==> src/rtl/reg_write_bank.sv <==
// reg_write_bank: captures the bus into the register selected by write_en, runs inc/clr
// commands on rp/rc/rr/rn, loads ac from the ALU and issues a registered data-RAM write.
module reg_write_bank #(
   parameter int DW = 16,
   parameter int NW = 8
) (
   input  logic          clk,
   input  logic          rst_n,
   input  logic [4:0]    write_en,
   input  logic [DW-1:0] busOut,
   input  logic [3:0]    inc_en,
   input  logic [3:0]    clr_en,
   input  logic          alu_we,
   input  logic [DW-1:0] alu_out,
   output logic [NW-1:0] ir,
   output logic [NW-1:0] tr,
   output logic [NW-1:0] dr,
   output logic [NW-1:0] rn,
   output logic [NW-1:0] rp,
   output logic [NW-1:0] rc,
   output logic [NW-1:0] rr,
   output logic [NW-1:0] rcol1,
   output logic [NW-1:0] rcol2,
   output logic [DW-1:0] ra,
   output logic [DW-1:0] rb,
   output logic [DW-1:0] ro,
   output logic [DW-1:0] rt,
   output logic [DW-1:0] ac,
   output logic          dram_we,
   output logic [NW-1:0] dram_wdata
);
   typedef struct packed {
      logic [NW-1:0] ir, tr, dr, rn, rp, rc, rr, rcol1, rcol2, dram_wdata;
      logic [DW-1:0] ra, rb, ro, rt, ac;
      logic          dram_we;
   } bank_t;

   localparam logic [NW-1:0] ONE = NW'(1);

   bank_t bank_q, bank_d;
   logic [NW-1:0] lo;

   assign lo = busOut[NW-1:0];

   // counters: clear beats bus write, bus write beats increment
   always_comb begin
      bank_d = bank_q;
      bank_d.ir = (write_en == 5'd1) ? lo : (write_en == 5'd14) ? busOut[DW-1:DW-NW] : bank_q.ir;
      bank_d.tr = (write_en == 5'd2 || write_en == 5'd14) ? lo : bank_q.tr;
      bank_d.dr = (write_en == 5'd3) ? lo : bank_q.dr;
      bank_d.ra = (write_en == 5'd4) ? busOut : bank_q.ra;
      bank_d.rb = (write_en == 5'd5) ? busOut : bank_q.rb;
      bank_d.ro = (write_en == 5'd6) ? busOut : bank_q.ro;
      bank_d.rn = clr_en[3] ? '0 : (write_en == 5'd7) ? lo : inc_en[3] ? bank_q.rn + ONE : bank_q.rn;
      bank_d.rp = clr_en[0] ? '0 : (write_en == 5'd8) ? lo : inc_en[0] ? bank_q.rp + ONE : bank_q.rp;
      bank_d.rc = clr_en[1] ? '0 : (write_en == 5'd9) ? lo : inc_en[1] ? bank_q.rc + ONE : bank_q.rc;
      bank_d.rr = clr_en[2] ? '0 : (write_en == 5'd10) ? lo : inc_en[2] ? bank_q.rr + ONE : bank_q.rr;
      bank_d.rt = (write_en == 5'd11) ? busOut : bank_q.rt;
      bank_d.ac = (write_en == 5'd12) ? busOut :
                  (write_en == 5'd15) ? {busOut[DW-NW-1:0], bank_q.ac[NW-1:0]} :
                  alu_we ? alu_out : bank_q.ac;
      bank_d.rcol1 = (write_en == 5'd16) ? lo : bank_q.rcol1;
      bank_d.rcol2 = (write_en == 5'd17) ? lo : bank_q.rcol2;
      bank_d.dram_we = (write_en == 5'd13);
      bank_d.dram_wdata = (write_en == 5'd13) ? lo : bank_q.dram_wdata;
   end

   always_ff @(posedge clk or negedge rst_n) begin
      if (!rst_n) bank_q <= '0;
      else bank_q <= bank_d;
   end

   assign ir = bank_q.ir;
   assign tr = bank_q.tr;
   assign dr = bank_q.dr;
   assign rn = bank_q.rn;
   assign rp = bank_q.rp;
   assign rc = bank_q.rc;
   assign rr = bank_q.rr;
   assign rcol1 = bank_q.rcol1;
   assign rcol2 = bank_q.rcol2;
   assign ra = bank_q.ra;
   assign rb = bank_q.rb;
   assign ro = bank_q.ro;
   assign rt = bank_q.rt;
   assign ac = bank_q.ac;
   assign dram_we = bank_q.dram_we;
   assign dram_wdata = bank_q.dram_wdata;
endmodule

==> config.mk <==
export PLATFORM = sky130hd
export DESIGN_NAME = reg_write_bank
export DESIGN_NICKNAME = d
export VERILOG_FILES = /design/src/rtl/reg_write_bank.sv
export SDC_FILE = /design/constraint.sdc
export NUM_CORES = 1
export LEC_CHECK = 0
export ABC_AREA = 1
export CORE_ASPECT_RATIO = 0.9
export CORE_MARGIN = 10
export CORE_UTILIZATION = 40
export CTS_CLUSTER_SIZE = 16
export DETAILED_ROUTE_END_ITERATION = 10
export PLACE_DENSITY = 0.69
export RECOVER_POWER = 25
export SYNTH_ARGS = -nofsm -noshare
export SYNTH_HDL_FRONTEND = slang
export SYNTH_SLANG_ARGS = --single-unit
==> constraint.sdc <==
create_clock -name clk -period 1.55 [get_ports clk]
set_input_delay 0.155 -clock clk [delete_from_list [all_inputs] [get_ports clk]]
set_output_delay 0.155 -clock clk [all_outputs]
set_load 0.02 [all_outputs]
# Word-level counts from Yosys, hierarchy flattened
# Cells that the tools add are included.
[word_totals]
regBits = 161
output_inout_bits = 161
word_cells = 65
[op_classes]
add_sub_neg = 4
eq_ne = 18
n_mux = 17
n_reduce_logical = 9
[op_table]
columns = ["operator", "n"]
rows = [
  ["$mux W8", 14],
  ["$mux W16", 3],
  ["$eq A5 B4 Y1 const B", 8],
  ["$add A8 B1 Y8 const B", 4],
  ["$eq A5 B3 Y1 const B", 4],
  ["$reduce_bool A3 Y1", 5],
  ["$eq A5 B2 Y1 const B", 2],
  ["$eq A5 B5 Y1 const B", 2],
  ["$eq A5 B1 Y1 const B", 1],
  ["$reduce_bool A2 Y1", 2],
  ["$ne A2 B2 Y1 const B", 1],
  ["$reduce_and A2 Y1", 1],
  ["$logic_or A1 B1 Y1", 1],
]

# Depth between registers and ports, before layout
[depth]
ltp_word = 4
mapped_depth = 9
ltp_nobuf = 9

# Least setup slack after synthesis
# OpenSTA, ideal clock, no wires.
[synth_timing]
path_type = "flip-flop to flip-flop"
from = "register bank_q, in the netlist rr[1]"
to = "register bank_q, in the netlist rr[6]"
t_arrival_ns = 1.180
slack_ns = 0.254
stages_incl_launch_ff = 9
path_buffers = 0
synth_period_minus_slack_ns = 1.296
path_cell_list = "dfrtp_1 -> ha_1 -> nand2_1 -> inv_1 -> nand2_1 -> o21ai_0 -> nand3_1 -> nand2_1 -> nand2_1"
[synth_between]
elab_chain_cells = 4
[synth_rtl]
columns = ["element", "line_no", "source"]
rows = [
  ["start, declared", "40", "bank_t bank_q, bank_d;"],
  ["start signal, assigned", "70", "else bank_q <= bank_d;"],
  ["$add A8 B1 Y8", "57", "bank_d.rr = clr_en[2] ? '0 : (write_en == 5'd10) ? lo : inc_en[2] ? bank_q.rr + ONE : bank_q.rr;"],
  ["$mux W8 (3 in series)", "57", ""],
]
# No other way between the ends. The select of a mux whose other input is x is not followed.
# A chain may end at the register's enable or synchronous reset.

# Worst setup path after layout
[layout_timing]
from = "register bank_q, in the netlist dram_we"
to = "output dram_we"
[layout_lines]
columns = ["element", "line_no", "source"]
rows = [
  ["end, declared", "29", "output logic dram_we,"],
]
# No word-level cell between the ends.

==> reports/qor.yml <==
hold_depth: 4
die_area_mm2: 0.02378
cpLargestDelayFamily: "buffers and inverters"
core-area_mm2: 0.01767
synth_warnings: 0
synth.mux.area_fraction_pct: 0
path_cells: "clkdlybuf4s50_1"
switching_share_pct: 34.08
final.setup_skew_ns: 0.004099
total_power_mw: 12.60
path_max_fanout: 1
peakVddDrop_v: 0.0007951
vias_per_cell: 4.931
avgSynthCellArea_um2: 8.066
synth_xor_area_share_pct: 0.3648
clock-sinks: 161
synthToLayoutAreaGrowth_pct: 44.59
wl_met1_mm: 10.49
required_ns: 1.39
synth_top_family_by_area: "simple AND/OR/NAND/NOR gates"
final_core_util_pct: 58.94
clk-insertion-delay-late_ns: 0.42
synthAdderAreaFrac_pct: 0.6948
r2r-end: "rc[6]$_DFFE_PN0P_"
dr_wl_met3_mm: 2.041
fp.dieH_um: 147.3
netSwitchingPower_mw: 4.295
finalHoldViolCount: 0
dpl-instance-area_mm2: 0.01006
cp_slowest_cell: "clkdlybuf4s50_1"
hp-start: "write_en[3]"
worstHoldPathType: "input pin to flop"
min_to: "dram_we$_DFF_PN0_"
root_buffer: "clkbuf_16"
yosysTopAreaCell: "dfrtp_1"
synth_area_mm2: 0.007203
end_kind: "primary output"
slew_headroom_pct: 23.44
finalSetupViolations: 0
top_layer_used: "met4"
antenna_found_initial: 0
die_w_um: 161.5
insertedDiodeCount: 0
gr-usage-all-layers_pct: 20.39
synth_compound_area_share_pct: 11.57
overflow: 0
ys_ff_latch: 161
maxCapViolations: 0
final_nets: 1202
cts_htree_levels: 4
fin_crit_ns: 1.513
synth_top_cell_area_share_pct: 55.93
path_class: "flop to primary output"
start_util_pct: 40.77
path_buf_inv: 1
fin_area_mm2: 0.01042
fmax_ghz: 0.6608
r2r_setup_slack_ns: 0.22
power-per-cell-area_mw_per_mm2: 1210
num_rows: 46
grt_pass1_vias: 6925
syn_nets: 945
period_share_pct: 97.63
p_seq_share_pct: 42.4
cts_buffers: 17
cts_setup_buffers: 0
grt_pass1_wl_mm: 38.62
drc: 0
synth_cells: 893
antenna_left: 0
place.gp.congestion: 0.8943
drive_above_1_share_pct: 9.372
synth-simple-area-share_pct: 25.64
clkTransAtPathRegs_ns: 0.06
num_vias: 6918
cpPeakStageDelay_ns: 0.62
p_comb_share_pct: 26.4
timing.critical_path.from: "dram_we$_DFF_PN0_"
ios: 209
crit_arrival_ns: 1.36
p_clk_share_pct: 31.1
critPathLaunchType: "flop"
clk_path_buf_depth: 2
slew_violations: 0
synth_area_leaders: "dfrtp_1 (56%), nand2_1 (16%), o21ai_0 (9.0%)"
p_leak_nw: 5.696
dr.pass1.iters: 5
drt_iter0_drc: 522
p_int_mw: 8.309
reg2reg_depth: 8
seq_area_frac_synth_pct: 55.93
tns_ns: 0
wirelength_mm: 24.39
grt_max_degree: 42
cts_tree: "yes"
pre_cts_ws_ns: -0.2973
dpl.hpwl_mm: 18.27
tightestPinTransition_ns: 1.148
outcome: "complete, no violations"
final.setup.worst_slack_ns: 0.03668
rsz0062_at_grt: "false"
avgRoutedWirePerCell_um: 17.38
r2r-start: "rc[0]$_DFFE_PN0P_"
portBuffers: 208
ys_types: 21
nFillCells: 1666
wl_met2_mm: 11.49
==> synthesized netlist by cell type <==
library cell,count
ha_1,4
a21oi_1,10
nand3_1,86
o21ai_1,21
nor2_1,43
xor2_1,3
inv_1,65
buf_1,1
clkinv_1,1
a21oi_2,1
nand2_2,1
nand2_1,311
clkbuf_1,26
inv_2,7
nor2_2,2
dfrtp_1,161
buf_2,7
a21boi_4,1
o21ai_0,130
nand4_1,11
buf_4,1
==> metrics by stage <==
step | hold slack, ns | instances
global route | 0.2471 | 1403
detailed placement | 0.1169 | 1370
global placement | 0.1180 | 1370
finish | 0.2307 | 1403
CTS | 0.2407 | 1403
floorplan | -0.1406 | 893
==> worst min-delay path, cell delays in order <==
cell	delay, ns
dlymetal6s2s_1	0.16
nand2_1	0.11
buf_4	0.11
nor2_1	0.06
==> cells by family (layout without fill, tap and decap cells) <==
family                   Yosys count  count (layout)
adder cells (fa/ha/maj)            4               4
AND/OR/NAND/NOR                  454             454
XOR/XNOR                           3               3
buffers and inverters            108             378
AO/OA/AOI/OAI                    163             163
flip-flops                       161             161
==> layout by cell type, fill, tap and decap left out, drive strengths merged <==
| cell type | Yosys | final |
|---|---|---|
| clkinv | 1 | 7 |
| xor2 | 3 | 3 |
| a21boi | 1 | 1 |
| ha | 4 | 4 |
| nand3 | 86 | 86 |
| dfrtp | 161 | 161 |
| a21oi | 11 | 11 |
| nand4 | 11 | 11 |
| nor2 | 45 | 45 |
| dlymetal6s2s | 0 | 6 |
| inv | 72 | 78 |
| o21ai | 151 | 151 |
| clkdlybuf4s50 | 0 | 46 |
| dlygate4sd2 | 0 | 155 |
| clkbuf | 26 | 23 |
| dlygate4sd3 | 0 | 1 |
| nand2 | 312 | 312 |
| buf | 9 | 62 |
==> state kept, by name, summed over array words and instances, names as in the netlist <==
signal,count
rb,16
ac,16
tr,8
rn,8
rc,8
dram_we,1
dr,8
ir,8
rr,8
ra,16
rt,16
dram_wdata,8
ro,16
rcol2,8
rp,8
rcol1,8
==> metal layers <==
| metal | vias up | GRT usage, % |
|---|---|---|
| li1 | 3404 | - |
| met2 | 252 | 32.77 |
| met3 | 27 | 6.704 |
| met5 | - | 0 |
| met4 | 0 | 5.682 |
| met1 | 3235 | 25.75 |
==> power groups by stage <==
stage               Clock, mW  Combinational, mW  Sequential [mW]
floorplan                   0              0.794             6.27
global placement            0               3.83             5.42
global route             4.20               3.64             5.44
CTS                      4.00               3.40             5.35
detailed placement          0               3.89             5.43
finish                   3.92               3.33             5.35
==> area by class of cell <==
class                           count  area [µm²]  area share, %
Sequential cell                   161        4029          38.68
Multi-Input combinational cell    624        2764          26.54
Timing Repair Buffer              273        2502          24.03
Clock buffer                       20       446.7          4.289
Tap cell                          240       300.3          2.883
Inverter                           73       274.0          2.631
Clock inverter                     12       98.84         0.9491
==> what timing repair did <==
action / CTS / global route
gates cloned: 0 / 0
hold endpoints to repair: 35 / 0
pin swaps: 0 / 0
gates resized for setup: 155 / 8
setup endpoints to repair: 155 / 12
hold buffers: 1 / 0
==> how the worst max path moves through the flow <==
stage                              end  slack [ns]  cells past startpoint
CTS                              tr[2]      0.0002                      1
global route                   dram_we       0.001                      1
floorplan            rr[6]$_DFFE_PN0P_        0.25                      8
global placement     ac[3]$_DFFE_PN0P_       -0.28                     10
detailed placement  ac[10]$_DFFE_PN0P_       -0.30                     10
finish                         dram_we        0.04                      1
Note: power is estimated with default switching activity, not from simulation.
